<file path="src/rtl/board_label_gen.sv">
`default_nettype none
// ============================================================================
// Module   : board_label_gen
// Function : two-stage pipelined file (A-H) / rank (1-8) label generator for
//            the chessboard draw path; LABEL_FLIP_EN builds the board-flip FSM.
// Revision : 1.0
// ============================================================================
module board_label_gen #(
    parameter int BOARD_X   = 256,
    parameter int BOARD_Y   = 128,
    parameter int SQ_LOG2   = 6,
    parameter int N_SQ      = 8,
    parameter int CHAR_W    = 8,
    parameter int CHAR_H    = 16,
    parameter int LABEL_GAP = 8
) (
    input  logic        clk,
    input  logic        rst_n,
    input  logic [10:0] hcount,
    input  logic [10:0] vcount,
    input  logic        flip_req,
    output logic [10:0] char_addr,
    output logic [2:0]  char_col,
    output logic        label_en,
    output logic        flipped
);

    localparam int c_SQ_I   = 1 << SQ_LOG2;
    localparam int c_SPAN_I = N_SQ * c_SQ_I;
    localparam int c_T0_I   = BOARD_Y - LABEL_GAP - CHAR_H;
    localparam int c_B0_I   = BOARD_Y + c_SPAN_I + LABEL_GAP;
    localparam int c_L0_I   = BOARD_X - LABEL_GAP - CHAR_W;
    localparam int c_R0_I   = BOARD_X + c_SPAN_I + LABEL_GAP;

    // Bands whose start would be negative are never hit.
    localparam bit          c_T_OK    = (c_T0_I >= 0);
    localparam bit          c_L_OK    = (c_L0_I >= 0);
    localparam logic [10:0] c_BX      = 11'(BOARD_X);
    localparam logic [10:0] c_BY      = 11'(BOARD_Y);
    localparam logic [10:0] c_SPAN    = 11'(c_SPAN_I);
    localparam logic [10:0] c_T0      = 11'(c_T0_I);
    localparam logic [10:0] c_B0      = 11'(c_B0_I);
    localparam logic [10:0] c_L0      = 11'(c_L0_I);
    localparam logic [10:0] c_R0      = 11'(c_R0_I);
    localparam logic [10:0] c_CH      = 11'(CHAR_H);
    localparam logic [10:0] c_CW      = 11'(CHAR_W);
    localparam logic [10:0] c_SQ_MASK = 11'(c_SQ_I - 1);
    localparam logic [10:0] c_FLO     = 11'((c_SQ_I - CHAR_W) / 2);
    localparam logic [10:0] c_FHI     = 11'((c_SQ_I + CHAR_W) / 2);
    localparam logic [10:0] c_RLO     = 11'((c_SQ_I - CHAR_H) / 2);
    localparam logic [10:0] c_RHI     = 11'((c_SQ_I + CHAR_H) / 2);

    logic        w_flip;

    // ---------------- stage 0: band decode ----------------
    logic [10:0] w_dx, w_dy, w_tl, w_bl, w_lc, w_rc;
    logic        w_in_cols, w_in_rows, w_in_top, w_in_bot, w_in_left, w_in_right;

    assign w_dx = hcount - c_BX;
    assign w_dy = vcount - c_BY;
    assign w_tl = vcount - c_T0;
    assign w_bl = vcount - c_B0;
    assign w_lc = hcount - c_L0;
    assign w_rc = hcount - c_R0;

    assign w_in_cols  = (hcount >= c_BX) && (w_dx < c_SPAN);
    assign w_in_rows  = (vcount >= c_BY) && (w_dy < c_SPAN);
    assign w_in_top   = c_T_OK && (vcount >= c_T0) && (w_tl < c_CH);
    assign w_in_bot   = (vcount >= c_B0) && (w_bl < c_CH);
    assign w_in_left  = c_L_OK && (hcount >= c_L0) && (w_lc < c_CW);
    assign w_in_right = (hcount >= c_R0) && (w_rc < c_CW);

    // ---------------- stage 1 registers ----------------
    logic        r_s1_file, r_s1_rank;
    logic [2:0]  r_s1_fidx, r_s1_ridx, r_s1_rcol;
    logic [10:0] r_s1_foff, r_s1_roff;
    logic [3:0]  r_s1_fline;

    always_ff @(posedge clk or negedge rst_n) begin
        if (!rst_n) begin
            r_s1_file  <= 1'b0;
            r_s1_rank  <= 1'b0;
            r_s1_fidx  <= 3'd0;
            r_s1_ridx  <= 3'd0;
            r_s1_rcol  <= 3'd0;
            r_s1_foff  <= 11'd0;
            r_s1_roff  <= 11'd0;
            r_s1_fline <= 4'd0;
        end else begin
            r_s1_file  <= (w_in_top || w_in_bot) && w_in_cols;
            r_s1_rank  <= (w_in_left || w_in_right) && w_in_rows;
            r_s1_fidx  <= 3'(w_dx >> SQ_LOG2);
            r_s1_ridx  <= 3'(w_dy >> SQ_LOG2);
            r_s1_foff  <= w_dx & c_SQ_MASK;
            r_s1_roff  <= w_dy & c_SQ_MASK;
            r_s1_fline <= w_in_top ? w_tl[3:0] : w_bl[3:0];
            r_s1_rcol  <= w_in_left ? w_lc[2:0] : w_rc[2:0];
        end
    end

    // ---------------- stage 2: glyph select ----------------
    logic       w_fact, w_ract, w_en;
    logic [6:0] w_code;
    logic [3:0] w_line;
    logic [2:0] w_col;

    assign w_fact = r_s1_file && (r_s1_foff >= c_FLO) && (r_s1_foff < c_FHI);
    assign w_ract = r_s1_rank && (r_s1_roff >= c_RLO) && (r_s1_roff < c_RHI);

    // A file glyph takes priority if bands ever overlap.
    always_comb begin
        w_en   = 1'b0;
        w_code = 7'd0;
        w_line = 4'd0;
        w_col  = 3'd0;
        if (w_fact) begin
            w_en   = 1'b1;
            w_code = 7'h41 + {4'b0, (w_flip ? (3'(N_SQ - 1) - r_s1_fidx) : r_s1_fidx)};
            w_line = r_s1_fline;
            w_col  = 3'(r_s1_foff - c_FLO);
        end else if (w_ract) begin
            w_en   = 1'b1;
            w_code = w_flip ? (7'h31 + {4'b0, r_s1_ridx})
                            : (7'h30 + 7'(N_SQ) - {4'b0, r_s1_ridx});
            w_line = 4'(r_s1_roff - c_RLO);
            w_col  = r_s1_rcol;
        end
    end

    always_ff @(posedge clk or negedge rst_n) begin
        if (!rst_n) begin
            char_addr <= 11'd0;
            char_col  <= 3'd0;
            label_en  <= 1'b0;
        end else begin
            char_addr <= {w_code, w_line};
            char_col  <= w_col;
            label_en  <= w_en;
        end
    end

    // ---------------- flip controller ----------------
`ifdef LABEL_FLIP_EN
    localparam logic [0:0] c_IDLE    = 1'b0;
    localparam logic [0:0] c_PENDING = 1'b1;

    logic [0:0] r_state, w_state_nxt;
    logic       r_flipped, w_toggle, w_frame_start;

    assign w_frame_start = (hcount == 11'd0) && (vcount == 11'd0);

    always_ff @(posedge clk or negedge rst_n) begin
        if (!rst_n) begin
            r_state   <= c_IDLE;
            r_flipped <= 1'b0;
        end else begin
            r_state <= w_state_nxt;
            if (w_toggle)
                r_flipped <= ~r_flipped;
        end
    end

    always_comb begin
        w_state_nxt = r_state;
        case (r_state)
            c_IDLE:    if (flip_req && !w_frame_start) w_state_nxt = c_PENDING;
            c_PENDING: if (w_frame_start) w_state_nxt = c_IDLE;
            default:   w_state_nxt = c_IDLE;
        endcase
    end

    // A request coincident with frame start toggles directly from IDLE.
    always_comb begin
        w_toggle = 1'b0;
        if (w_frame_start && ((r_state == c_PENDING) || flip_req))
            w_toggle = 1'b1;
    end

    assign w_flip = r_flipped;
`else
    logic w_unused_flip_req;
    assign w_unused_flip_req = flip_req;
    assign w_flip = 1'b0;
`endif

    assign flipped = w_flip;

endmodule
`default_nettype wire

</file>
<file path="config.mk">
export PLATFORM = sky130hd
export DESIGN_NAME = board_label_gen
export DESIGN_NICKNAME = d
export VERILOG_FILES = /design/src/rtl/board_label_gen.sv
export SDC_FILE = /design/constraint.sdc
export NUM_CORES = 1
export LEC_CHECK = 0
export ABC_AREA = 0
export ABC_CLOCK_PERIOD_IN_PS = 3100
export CAP_MARGIN = 10
export CORE_MARGIN = 10
export CORE_UTILIZATION = 52
export DETAILED_ROUTE_END_ITERATION = 10
export PLACE_DENSITY = 0.84
export SYNTH_ARGS = -nofsm -noshare
export SYNTH_HDL_FRONTEND = slang
export SYNTH_SLANG_ARGS = --single-unit
</file>
<file path="constraint.sdc">
create_clock -name clk -period 3.1 [get_ports clk]
set_input_delay 0.62 -clock clk [delete_from_list [all_inputs] [get_ports clk]]
set_output_delay 0.62 -clock clk [all_outputs]
set_load 0.1 [all_outputs]
</file>
==> Word-level counts from Yosys, hierarchy flattened <==
Index checks and enable logic that the tools add are counted.
{ "totals": {"ff_bits": 42, "output_inout_bits": 16, "wordCells": 61} }
{ "classes": {"add_sub_neg": 10, "order_cmp": 16, "mux": 10, "reduce_logical": 14} }
{ "op_table": {"columns": ["cell", "count"], "rows": [
  [">= comparator 11 x 10 -> 1 bit (second input constant)", 2],
  [">= comparator 11 x 8 -> 1 bit (second input constant)", 2],
  ["less-than comparator 11 x 10 -> 1 bit (second input constant)", 2],
  ["less-than comparator 11 x 4 -> 1 bit (second input constant)", 2],
  ["less-than comparator 11 x 5 -> 1 bit (second input constant)", 2],
  ["subtractor 11 x 10 -> 11 bit (second input constant)", 2],
  ["subtractor 11 x 8 -> 11 bit (second input constant)", 2],
  ["two-way mux 7 bit", 2],
  [">= comparator 6 x 5 -> 1 bit (second input constant)", 2],
  ["logical AND 1 bit", 12],
  ["less-than comparator 6 bit (second input constant)", 2],
  ["two-way mux 4 bit", 3],
  [">= comparator 11 x 7 -> 1 bit (second input constant)", 1],
  [">= comparator 11 x 9 -> 1 bit (second input constant)", 1],
  ["subtractor 11 x 7 -> 11 bit (second input constant)", 1],
  ["subtractor 11 x 9 -> 11 bit (second input constant)", 1],
  ["two-way mux 3 bit", 3],
  ["adder 7 x 3 -> 7 bit (first input constant)", 1],
  ["subtractor 6 x 3 -> 7 bit (first input constant)", 1],
  ["subtractor 4 bit (second input constant)", 1],
  ["subtractor 3 bit (second input constant)", 1],
  ["logical OR 1 bit", 2],
  ["two-way mux 1 bit", 2]
]} }

==> Logic depth before layout (Yosys ltp) <==
{ "depth": {"ltp_word": 5, "mapped_depth": 7, "ltp_nobuf": 7} }

==> Worst setup path after synthesis <==
No wires, ideal clock.
{ "synth_path": {"path_kind": "input to register", "startpoint": "input vcount[3]", "endpoint": "register r_s1_file", "setup_time_ns": 0.122, "t_arrival_ns": 1.972, "required_time_ns": 2.978, "slack_ns": 1.007, "path_stages": 7, "n_path_buf": 0, "path_cell_list": "inv_1 ha_1 or3b_1 a21oi_1 and3b_1 o311ai_1 a2111oi_1"} }
{ "synth_between": {"elab_chain_len": 5} }
{ "synth_lines": {"columns": ["item", "line_no", "rtl"], "rows": [
  ["start, declared", "20", "input logic [10:0] vcount,"],
  ["subtractor 11 x 7 -> 11 bit / subtractor 11 x 10 -> 11 bit (equally long branches)", "61, 62", null],
  ["less-than comparator 11 x 5 -> 1 bit, on equally long branches", "68, 69", null],
  ["logical AND 1 bit, on equally long branches", "68, 69", null],
  ["logical OR 1 bit *", "90", "r_s1_file <= (w_in_top || w_in_bot) && w_in_cols;"],
  ["logical AND 1 bit *", "90", null],
  ["end signal, assigned", "90", null],
  ["end, declared", "74", "logic r_s1_file, r_s1_rank;"]
]} }
Mark *: on every way between the ends. The rest lies on a longest branch, timed or not.

==> Worst setup path after layout <==
Same ends and word-level chain as after synthesis.

==> metrics.txt <==
row cnt 20; Synth Area per Inst 11.47 sq um; Post-Synth Adder-Cell Area 10.13%; setup_tns 0 ps; Final GP Congestion 0.8911; Switch Pwr 0.0001963 W; Switching Fraction 23.10%; final hold slack 455.2 ps; CTS Buf Count 5; Worst Max-Slew Pin Slew about 630 ps; antenna fix cells 0; count of different cell masters after synthesis 35; root buffer selected by CTS clkbuf_4; Logic pwr share about an eighth; initial antenna violation count 0; post-DP HPWL 2508 um; sequential-to-total area share from yosys stat 54.56%; largest family of logic cells by synthesized area simple AND/OR/NAND/NOR gates; maximum fanout along the worst path 6; Synthesis Warnings 0; Max clock buf depth 2; Synth Area in Simple Gates between 10% and 20%; die width 75.56 um; Synth Flop Type dfrtp_1; largest net degree at the start of global routing 36; Int Power 0.0006535 W; Remaining DRCs 0; Post-Syn Instances 140; total clock sinks 35; Iter 0 DRT Violations 65; 1st-pass router iterations 4; final number of hold-violating endpoints 0; run status complete, no violations; H-tree depth 2; CTS clock-pin slew for the worst setup and hold paths 100 ps; Routed WL around 3100 um; pwr dens 414.4 nW/um^2; leakage power of the design 1.006 nW; Mapped Nets 178; Worst Clk Skew just over 7 ps; Die ar. 5709 sq um; hold crit path type reg -> reg; Slew Viols, Final 0; commonest non-fill, non-tap cell in the layout dfrtp_1; Final #Nets 222; fin area 2051 sq um; Synth Area in XOR/XNOR about 5.5%; core area 3003 sq um; Area growth syn-to-layout 27.75%; hold path startpoint r_s1_rcol[1]; Arr. time, crit path roughly 2800 ps; dpl cell area 1982 sq um; slew margin rel. 57.48%; minimum clock period 2597 ps; Post-synth EDFFs 0; synthesized flop and latch total 35; clock share of power 31.5%; Post-Synthesis Cell Area about 1600 sq um; Max Cap Violations 0; Synth Area in Compound Gates 8.184%; Worst Setup SP vcount[3]; CTS tree built; critical path data required time about 3300 ps; Filler cells approximately 240; antenna viol nets, final 0; Top Ports 41; CTS Hold Bufs 0; FMAX ~390 MHz; Sequential Power Share between 50 and 60%; GRT Resource Usage Total 11.40%; cts repair resizes 0; Clk Latency, worst-skew pair 320 ps; fin util 68.29%; initial core utilization between 50% and 60%; global route total overflow 0; Via-to-Cell Ratio around 5.4; vias in the first global route about 1200; FFs w/ async S/R, synth 100.0%; Reg2Reg Launch Point r_s1_foff[2]; PortBufs 38; layout cell share with drive strength beyond 1 12.97%; most frequent cells in the layout 35 x dfrtp_1, 23 x clkdlybuf4s50_1, 16 x buf_4; CP Launch Type primary input; Setup Viol. Count Final 0; setup repair bufs after CTS 0; Max VDD drop 0.2085 mV; post-synthesis mux area share less than 1%; routed length per instance 14.06 um; via count about 1200; RSZ-0062 raised after global routing no; critical path endpoint category flop; critical path class in -> reg; fin crit share a little over four fifths; Chip Height 75.56 um; global-route wire length before repair 5057 um
-- power by group through the flow --
| stage | logic [W] | registers (W) | clock network (W) |
|---|---|---|---|
| detailed placement | 0.000107 | 0.000485 | 0 |
| global placement | 0.000102 | 0.000484 | 0 |
| global route | 0.000118 | 0.000478 | 0.000291 |
| finish | 0.000106 | 0.000476 | 0.000268 |
| CTS | 0.000107 | 0.000476 | 0.000275 |
| floorplan | 0.0000470 | 0.000484 | 0 |
-- worst max-delay path: stages --
cell,delay (ps)
clkdlybuf4s50_1,490
inv_1,90
ha_1,240
or3b_1,370
a21oi_1,220
and3b_1,200
o311ai_1,90
a2111oi_1,470
-- logic make-up (layout without fill, tap and decap cells) --
| group | Yosys count | count (layout) |
|---|---|---|
| other cells | 1 | 1 |
| simple gates | 43 | 43 |
| xor+xnor | 10 | 10 |
| fa+ha+maj | 13 | 13 |
| compound gates | 21 | 21 |
| flops | 35 | 35 |
| buf+inv | 16 | 61 |
| mux | 1 | 1 |
-- cell type report --
| cell class | instances | area, sq um | share of cell area (%) |
|---|---|---|---|
| well taps | 33 | 41.29 | 2.013 |
| clock buffers | 8 | 68.82 | 3.356 |
| flip-flops and latches | 35 | 875.8 | 42.71 |
| inverters | 14 | 52.55 | 2.563 |
| repair buffers | 39 | 350.3 | 17.08 |
| multi-input cells | 89 | 661.9 | 32.28 |
-- layer usage --
metal	GRT usage, %	vias to the layer above	wire length (um)
li1	-	568	-
met1	11.30	567	1219
met2	21.06	35	1579
met3	3.255	5	210
met4	5.773	0	54
met5	0	-	0
-- per-stage QoR --
stage	instances	total power [W]	setup slack, ps
2_1_floorplan	140	0.0005315	1007
3_3_place_gp	210	0.0005869	352.0
3_5_place_dp	210	0.0005921	195.1
4_1_cts	218	0.0008587	526.7
5_1_grt	218	0.0008871	407.9
6_report	218	0.0008499	503.3
-- registers in the layout, summed over array words and instances, names as in the netlist --
register	flops
r_s1_rank	1
char_col	3
r_s1_ridx	3
label_en	1
r_s1_fline	4
r_s1_fidx	3
r_s1_rcol	2
char_addr	10
r_s1_file	1
r_s1_roff	3
r_s1_foff	4
-- Yosys cell counts, drive strengths merged (3+ instances only) --
cell    count  area (sq um)
dfrtp      35         875.8
inv        14         52.55
ha         13         162.7
nand2       8         30.03
o21ai       7         35.03
xor2        6         52.55
a21oi       5         25.02
and2        5         31.28
xnor2       4         35.03
and4b       3         30.03
nand3b      3         22.52
nor2        3         11.26
nor4        3         18.77
-- final timing paths --
check / endpoint / slack (ps) / cells after the start
setup / recovery: r_s1_file / 500 / 8
hold / removal: char_col[1] / 460 / 1
setup reg to reg: char_addr[5] / 1380 / 5
hold reg to reg: char_col[1] / 460 / 1
max in group asynchronous: r_s1_foff[5] / 2120 / 2
min in group asynchronous: label_en / 690 / 2
No activity file was read; power rests on OpenSTA's default activity.
